===== src/rtl/fifo_pkg.sv =====
// Shared definitions for the FIFO controller: state encoding and depth helper.
package fifo_pkg;

   typedef enum logic [1:0] {
      S_EMPTY   = 2'd0,
      S_PARTIAL = 2'd1,
      S_FULL    = 2'd2
   } state_t;

   function automatic int fifo_depth(input int aw);
      return 2 ** aw;
   endfunction

endpackage


===== src/rtl/fifo_ptr.sv =====
// AW-bit wrapping pointer with synchronous reset and increment enable.
module fifo_ptr #(
   parameter int AW = 3
) (
   input  logic          clk,
   input  logic          reset,
   input  logic          inc,
   output logic [AW-1:0] ptr
);

   always_ff @(posedge clk) begin
      if (reset)    ptr <= '0;
      else if (inc) ptr <= ptr + 1'b1;
   end

endmodule


===== src/rtl/fifo_ctrl.sv =====
// FIFO controller driving a two-port memory: port A writes, port B reads.
// Define FIFO_CTRL_ERR_EN to enable sticky overflow/underflow detection on error.
module fifo_ctrl
   import fifo_pkg::*;
#(
   parameter int AW    = 3,
   parameter int DW    = 4,
   parameter int AF_TH = 6,
   parameter int AE_TH = 1
) (
   input  logic          clk,
   input  logic          reset,
   input  logic          push,
   input  logic [DW-1:0] push_data,
   input  logic          pop,
   output logic [DW-1:0] pop_data,
   output logic          pop_valid,
   output logic          full,
   output logic          empty,
   output logic          almost_full,
   output logic          almost_empty,
   output logic [AW:0]   count,
   output logic          error,
   output logic [AW-1:0] mem_addr_a,
   output logic          mem_rw_a,
   output logic [DW-1:0] mem_din_a,
   output logic [AW-1:0] mem_addr_b,
   output logic          mem_rw_b,
   input  logic [DW-1:0] mem_dout_b
);

   localparam int          DEPTH   = fifo_depth(AW);
   localparam logic [AW:0] DEPTH_C = (AW+1)'(DEPTH);

   state_t        state, state_nxt;
   logic [AW:0]   count_nxt;
   logic [AW-1:0] wr_ptr, rd_ptr;
   logic          push_acc, pop_acc;

   assign empty    = (state == S_EMPTY);
   assign full     = (state == S_FULL);
   assign pop_acc  = pop & ~empty;
   // A full FIFO still takes a push when a pop frees the slot in the same cycle.
   assign push_acc = push & (~full | pop_acc);

   assign mem_rw_a   = push_acc & ~reset;
   assign mem_addr_a = wr_ptr;
   assign mem_din_a  = push_data;
   assign mem_rw_b   = 1'b0;
   assign mem_addr_b = rd_ptr;
   assign pop_data   = mem_dout_b;

   fifo_ptr #(.AW(AW)) u_wr_ptr (.clk(clk), .reset(reset), .inc(push_acc), .ptr(wr_ptr));
   fifo_ptr #(.AW(AW)) u_rd_ptr (.clk(clk), .reset(reset), .inc(pop_acc),  .ptr(rd_ptr));

   assign count_nxt = count + (AW+1)'(push_acc) - (AW+1)'(pop_acc);

   always_ff @(posedge clk) begin
      if (reset) begin
         state     <= S_EMPTY;
         count     <= '0;
         pop_valid <= 1'b0;
      end else begin
         state     <= state_nxt;
         count     <= count_nxt;
         pop_valid <= pop_acc;
      end
   end

   always_comb begin
      state_nxt = state;
      case (state)
         S_EMPTY:
            if (push_acc) state_nxt = (DEPTH == 1) ? S_FULL : S_PARTIAL;
         S_PARTIAL:
            if (count_nxt == '0)          state_nxt = S_EMPTY;
            else if (count_nxt == DEPTH_C) state_nxt = S_FULL;
         S_FULL:
            if (pop_acc && !push_acc) state_nxt = (count_nxt == '0) ? S_EMPTY : S_PARTIAL;
         default: state_nxt = S_EMPTY;
      endcase
   end

   assign almost_full  = (count >= (AW+1)'(AF_TH));
   assign almost_empty = (count <= (AW+1)'(AE_TH));

`ifdef FIFO_CTRL_ERR_EN
   logic err_r;
   always_ff @(posedge clk) begin
      if (reset)
         err_r <= 1'b0;
      else if ((push & full & ~pop_acc) | (pop & empty))
         err_r <= 1'b1;
   end
   assign error = err_r;
`else
   assign error = 1'b0;
`endif

endmodule

===== config.mk =====
export PLATFORM = sky130hd
export DESIGN_NAME = fifo_ctrl
export DESIGN_NICKNAME = d
export VERILOG_FILES = /design/src/rtl/fifo_pkg.sv /design/src/rtl/fifo_ptr.sv /design/src/rtl/fifo_ctrl.sv
export SDC_FILE = /design/constraint.sdc
export NUM_CORES = 1
export LEC_CHECK = 0
export ABC_AREA = 1
export CORE_ASPECT_RATIO = 1.1
export CORE_MARGIN = 2
export CORE_UTILIZATION = 40
export DETAILED_ROUTE_END_ITERATION = 12
export HOLD_SLACK_MARGIN = 0.03
export PLACE_DENSITY = 0.87
export SLEW_MARGIN = 5
export SYNTH_ARGS = -nofsm -noshare
export SYNTH_HDL_FRONTEND = slang
export SYNTH_SLANG_ARGS = --single-unit

===== constraint.sdc =====
create_clock -name clk -period 2.41 [get_ports clk]
set_input_delay 0.3615 -clock clk [delete_from_list [all_inputs] [get_ports clk]]
set_output_delay 0.3615 -clock clk [all_outputs]
set_load 0.005 [all_outputs]

-- Yosys cells after proc, flatten, opt, wreduce, memory -nomap -nowiden
Index checks and enable logic that the tools add are counted.
- output and inout bits: 26
- flip-flop bits (word level): 13
- input bits: 12
- logic and storage cells: 35
- equal/unequal tests: 6
- $lt $le $gt $ge: 2
- bitwise gates (word level): 7
- mux-type cells: 6
- add/sub/neg operators: 4
- reductions and logical operators: 5
- operator list (cell ; count):
    2-bit 2-to-1 mux ; 4
    3-bit by 1-bit adder with 3-bit output (second input constant) ; 2
    2-bit case mux with 3 select lines ; 1
    4-bit by 1-bit adder with 4-bit output ; 1
    4-bit == test (second input constant) ; 1
    4-bit by 3-bit >= comparator with 1-bit output (second input constant) ; 1
    4-bit by 1-bit less-or-equal comparator with 1-bit output (second input constant) ; 1
    4-bit logical NOT ; 1
    2-bit by 1-bit inequality test with 1-bit output (second input constant) ; 2
    4-bit by 1-bit subtractor with 4-bit output ; 1
    1-bit bitwise AND ; 3
    3-bit inequality test (second input constant) ; 1
    1-bit inverter ; 3
    3-bit AND reduction ; 1
    2-bit by 1-bit == test with 1-bit output (second input constant) ; 1
    2-bit == test (second input constant) ; 1
    2-bit logical NOT ; 1
    1-bit logical AND ; 1
    1-bit logical NOT ; 1
    1-bit 2-to-1 mux ; 1
    1-bit bitwise OR ; 1

-- Longest topological paths before layout
- depth after elaboration: 11
- mapped depth: 17
- gate-level depth less buffers: 17

-- By module
Synthesis repeated with hierarchy kept, for this count alone.
- cells, all modules: 123
- area total of the unflattened synthesis: 842.1 µm²
- modules (own cells, without submodules) (module ; times used ; area an instance (µm²) ; seq. area each (µm²) ; cells each):
    fifo_ctrl ; 1 ; 591.8 ; 140.1 ; 89
    fifo_ptr ; 2 ; 125.1 ; 60.1 ; 17

-- Least setup slack after synthesis
No wires, ideal clock.
- kind: reg-to-reg
- from: reg state[0]
- to: reg state[0]
- library setup time: 0.114 ns
- setup slack: 0.417 ns
- buffers on the path: 0
- required time: 2.296 ns
- period minus slack after synthesis: 1.993 ns
- arrival: 1.879 ns
- cell stages (with the launch flop): 17
- path through: dfxtp_1 -> nor2_2 -> nand2_2 -> nand2_4 -> inv_2 -> nand2_1 -> nand2_1 -> ha_1 -> inv_1 -> fa_1 -> inv_1 -> nor2_1 -> nand3_1 -> nand3_1 -> nand2_1 -> nand2_1 -> nor2_2
- elaborated cells between the ends (all ways): 22
- classes of those cells: add/sub (2); eq/ne (6); mux (4); bitwise (5); reduce/logical (5)
- RTL lines (element ; RTL line ; RTL):
    start: declaration ; fifo_ctrl.sv:35 ; state_t state, state_nxt;
    start signal: assignment ; fifo_ctrl.sv:64 ; state <= state_nxt;
    2-bit == test * ; fifo_ctrl.sv:41 ; assign full = (state == S_FULL);
    via full ; fifo_ctrl.sv:18 ; output logic full,
    1-bit inverter ; fifo_ctrl.sv:44 ; assign push_acc = push & (~full | pop_acc);
    1-bit bitwise OR ; fifo_ctrl.sv:44 ;
    1-bit bitwise AND ; fifo_ctrl.sv:44 ;
    4-bit by 1-bit adder with 4-bit output ; fifo_ctrl.sv:56 ; assign count_nxt = count + (AW+1)'(push_acc) - (AW+1)'(pop_acc);
    4-bit by 1-bit subtractor with 4-bit output ; fifo_ctrl.sv:56 ;
    4-bit logical NOT ; fifo_ctrl.sv:76, fifo_ctrl.sv:79 ;
    1-bit 2-to-1 mux ; fifo_ctrl.sv:79 ; if (pop_acc && !push_acc) state_nxt = (count_nxt == '0) ? S_EMPTY : S_PARTIAL;
    2-bit 2-to-1 mux ; fifo_ctrl.sv:79 ;
    2-bit case mux with 3 select lines ; fifo_ctrl.sv:72 ; case (state)
Mark *: on every way through the listed nets, which the timed path passes. The rest lies on a longest branch. The select of a mux whose other input is x is not followed.
A chain may end at the register's enable or synchronous reset.

-- Worst setup path after layout
- from: in pop
- to: reg state[0]
- cells in the longest elaborated chain, start to end: 9
- elaborated cells between the ends (all ways): 17
- classes of those cells: add/sub (2); eq/ne (4); mux (4); bitwise (3); reduce/logical (4)
- RTL lines (element ; RTL line ; RTL):
    start: declaration ; fifo_ctrl.sv:15 ; input logic pop,
    1-bit bitwise AND * ; fifo_ctrl.sv:42 ; assign pop_acc = pop & ~empty;
    1-bit bitwise OR ; fifo_ctrl.sv:44 ;
    1-bit bitwise AND ; fifo_ctrl.sv:44 ;
    4-bit by 1-bit adder with 4-bit output ; fifo_ctrl.sv:56 ;
    4-bit by 1-bit subtractor with 4-bit output ; fifo_ctrl.sv:56 ;
    4-bit logical NOT ; fifo_ctrl.sv:76, fifo_ctrl.sv:79 ;
    1-bit 2-to-1 mux ; fifo_ctrl.sv:79 ;
    2-bit 2-to-1 mux ; fifo_ctrl.sv:79 ;
    2-bit case mux with 3 select lines ; fifo_ctrl.sv:72 ;
Mark *: on every way between the ends. The rest lies on a longest branch, timed or not. The select of a mux whose other input is x is not followed.

==> metrics.log <==
[metrics] half-perimeter wire length after detailed placement: 1.35 mm
[metrics] Die W: roughly 48 um
[metrics] final critical-path share of the clock period: 0.925
[metrics] drt pass-1 iters: 4
[metrics] startpoint type of the worst setup path: primary input
[metrics] number of rows created at floorplan: 17
[metrics] result of the run: complete, no violations
[metrics] Leakage: 0.504 nW
[metrics] share of flip-flops with an asynchronous set or reset after synthesis: 0
[metrics] num ports: 38
[metrics] skew final: 0.0109 ns
[metrics] number of buffers inserted by port buffering: 19
[metrics] hold path cells: 2
[metrics] number of buffers inserted by post-CTS setup repair: 0
[metrics] flop2flop setup slack: 0.27 ns
[metrics] post-synthesis to final-layout area growth: 27.3%
[metrics] Die Area: 2480 sq um
[metrics] routability congestion estimate from global placement: 0.800
[metrics] fin crit period: 2.23 ns
[metrics] Post-Route Utilization: 0.534
[metrics] Max-cap violations: 0
[metrics] count of mapped cells out of synthesis: 116
[metrics] worst reg2reg path endpoint: state[0]
[metrics] cts bufs inserted: 3
[metrics] H-tree depth: 1
[metrics] number of antenna-violating nets in the routed design: 0
[metrics] insertion delay to the later sink of the worst-skew pair: approximately 0.28 ns
[metrics] Data arrival, critical path: 2.40 ns
[metrics] number of remaining DRC errors: 0
[metrics] wire per inst: 10.1 um
[metrics] Max VDD drop: 0.468 mV
[metrics] clock tree from TritonCTS: done
[metrics] total of warnings raised by yosys: 0
[metrics] diode insertion count for antenna repair: 0
[metrics] All-Layer GR Usage: 0.145
[metrics] synthesized flop and latch total: 13
[metrics] tightest hold margin: between 0.4 and 0.5 ns
[metrics] worst-case reg-to-reg path depth: 16
[metrics] initial drt markers: 4
[metrics] buffer cell driving the clock tree root: clkbuf_4
[metrics] layout cell share with drive strength beyond 1: 0.184
[metrics] total count of max-transition violations in the final report: 0
[metrics] final hold violation count: 0
[metrics] area of the mapped netlist: 838 sq um
[metrics] per-instance average area after synthesis: 7.23 sq um
[metrics] initial core utilization: 0.419
[metrics] Floorplan Core Area: 2000 sq um
[metrics] HP Start: u_rd_ptr.ptr[2]
[metrics] Via-to-Cell Ratio: ~4.5
[metrics] class of the tightest hold or removal check: reg2reg
[metrics] net total in the final layout: 157
[metrics] startpoint of the lowest-slack register-to-register path: state[0]
[metrics] number of enable flip-flop cells after synthesis: 0
[metrics] first-pass GRT wire length: 2.60 mm
[metrics] total via count in the routed design: 742
[metrics] maximum clock rate: 449 MHz
[metrics] final critical-path setup slack: 0.181 ns
[metrics] clock slew seen by the registers of the worst setup and hold paths: around 0.070 ns
[metrics] top flip-flop cell by instance count after synthesis: dfxtp_1
[metrics] type of destination of the critical path: flip-flop
[metrics] CTS sink cnt: 13
[metrics] initial antenna violation count: 0
[metrics] vertical die dimension: 52.0 um
[metrics] count of final setup violators: 0
[metrics] Total Routed Length: 1.65 mm
[metrics] share of synthesized area occupied by flip-flops and latches: 0.310
[metrics] Distinct cells, synth: 20
[metrics] pwr/cell area: 928 nW/um^2
[metrics] top fanout value on the critical path: 2
[metrics] Hold Crit Endpoint: u_rd_ptr.ptr[2]
[metrics] unrepaired setup endpoints after global routing: no
[metrics] post_cts resized: 0
[metrics] required time at the worst-slack endpoint: 2.58 ns
[metrics] clk buf depth: 2
[metrics] pre-CTS worst setup slack: -0.120 ns
[metrics] gr ovfl total: 0
[metrics] hold buffer count at cts: 0
[metrics] number of global-route vias before repair: between 600 and 700
[metrics] worst setup path category: in2reg
[metrics] largest net degree at the start of global routing: 9
## critical path: stages
cell and delay (ns):
clkdlybuf4s50_1 0.47, inv_1 0.05, nand2_2 0.07, nand2_4 0.05, inv_2 0.05, nand2_1 0.04
nand2_1 0.06, ha_1 0.16, inv_1 0.05, fa_1 0.50, inv_1 0.04, nor2_1 0.13
nand3_1 0.12, nand3_1 0.09, nand2_1 0.05, nand2_1 0.06, nor2_2 0.03
## state kept, by name, indices dropped and copies added (netlist names)
name,count
count,4
u_wr_ptr.ptr,3
state,2
u_rd_ptr.ptr,3
pop_valid,1
## worst max-delay path by stage
stage | startpoint | end | depth (start not counted)
5_1_grt | pop | state[1] | 16
3_5_place_dp | pop | state[0] | 17
3_3_place_gp | pop | state[0] | 17
2_1_floorplan | state[0] | state[0] | 16
6_report | pop | state[0] | 17
4_1_cts | pop | state[0] | 17
## cell usage after synthesis (2+ instances only)
cell,instances,area share
nand2_4,2,0.027
a21oi_1,8,0.048
nor2_2,2,0.015
ha_1,7,0.10
nand2_2,3,0.022
nand3_1,6,0.036
o21ai_1,4,0.024
inv_1,16,0.072
nor2_1,13,0.058
inv_2,6,0.027
nand2_1,19,0.085
buf_4,10,0.090
dfxtp_1,13,0.31
## cell usage in the layout, fill, tap and decap left out, types with 6 or more instances in the layout
master and n:
clkdlybuf4s50_1 19, nor2_1 13, ha_1 7, buf_4 7, a21oi_1 8, nand3_1 6
nand2_1 19, inv_1 16, inv_2 6, dfxtp_1 13
## per-layer routing
metal,share of wire,GRT usage,up-vias
met5,0,0,-
met1,0.43,0.153,333
met4,0.013,0.0405,0
met3,0.045,0.0313,4
met2,0.52,0.275,22
li1,-,-,383
## per-stage QoR
step	cell area, sq um	instances	setup TNS, ns	power [mW]
floorplan	842	117	0	0.646
global placement	1040	160	-0.122	0.827
detailed placement	1040	160	-0.214	0.861
CTS	1070	164	0	1.00
global route	1070	164	0	1.08
finish	1070	164	0	0.990
## kinds of logic after synthesis
| family | after synthesis | share of synthesized area |
|---|---|---|
| xor+xnor | 1 | 0.0104 |
| simple gates | 47 | 0.272 |
| flops | 13 | 0.310 |
| compound gates | 13 | 0.0821 |
| fa+ha+maj | 8 | 0.128 |
| buf+inv | 33 | 0.193 |
| other cells | 1 | 0.00447 |
## cell type report
type                            instances  area, sq um
Clock buffer                            4         26.3
Fill cell                             208          932
Inverter                               22         82.6
Multi-Input combinational cell         71          420
Sequential cell                        13          260
Tap cell                               28         35.0
Timing Repair Buffer                   26          243
## where the power goes
part / internal [mW] / switching, mW / leakage [nW]
clock: 0.0643 / 0.0746 / 0.0150
sequential: 0.261 / 0.0394 / 0.107
combinational: 0.271 / 0.280 / 0.383
No activity file was read; power rests on OpenSTA's default activity.
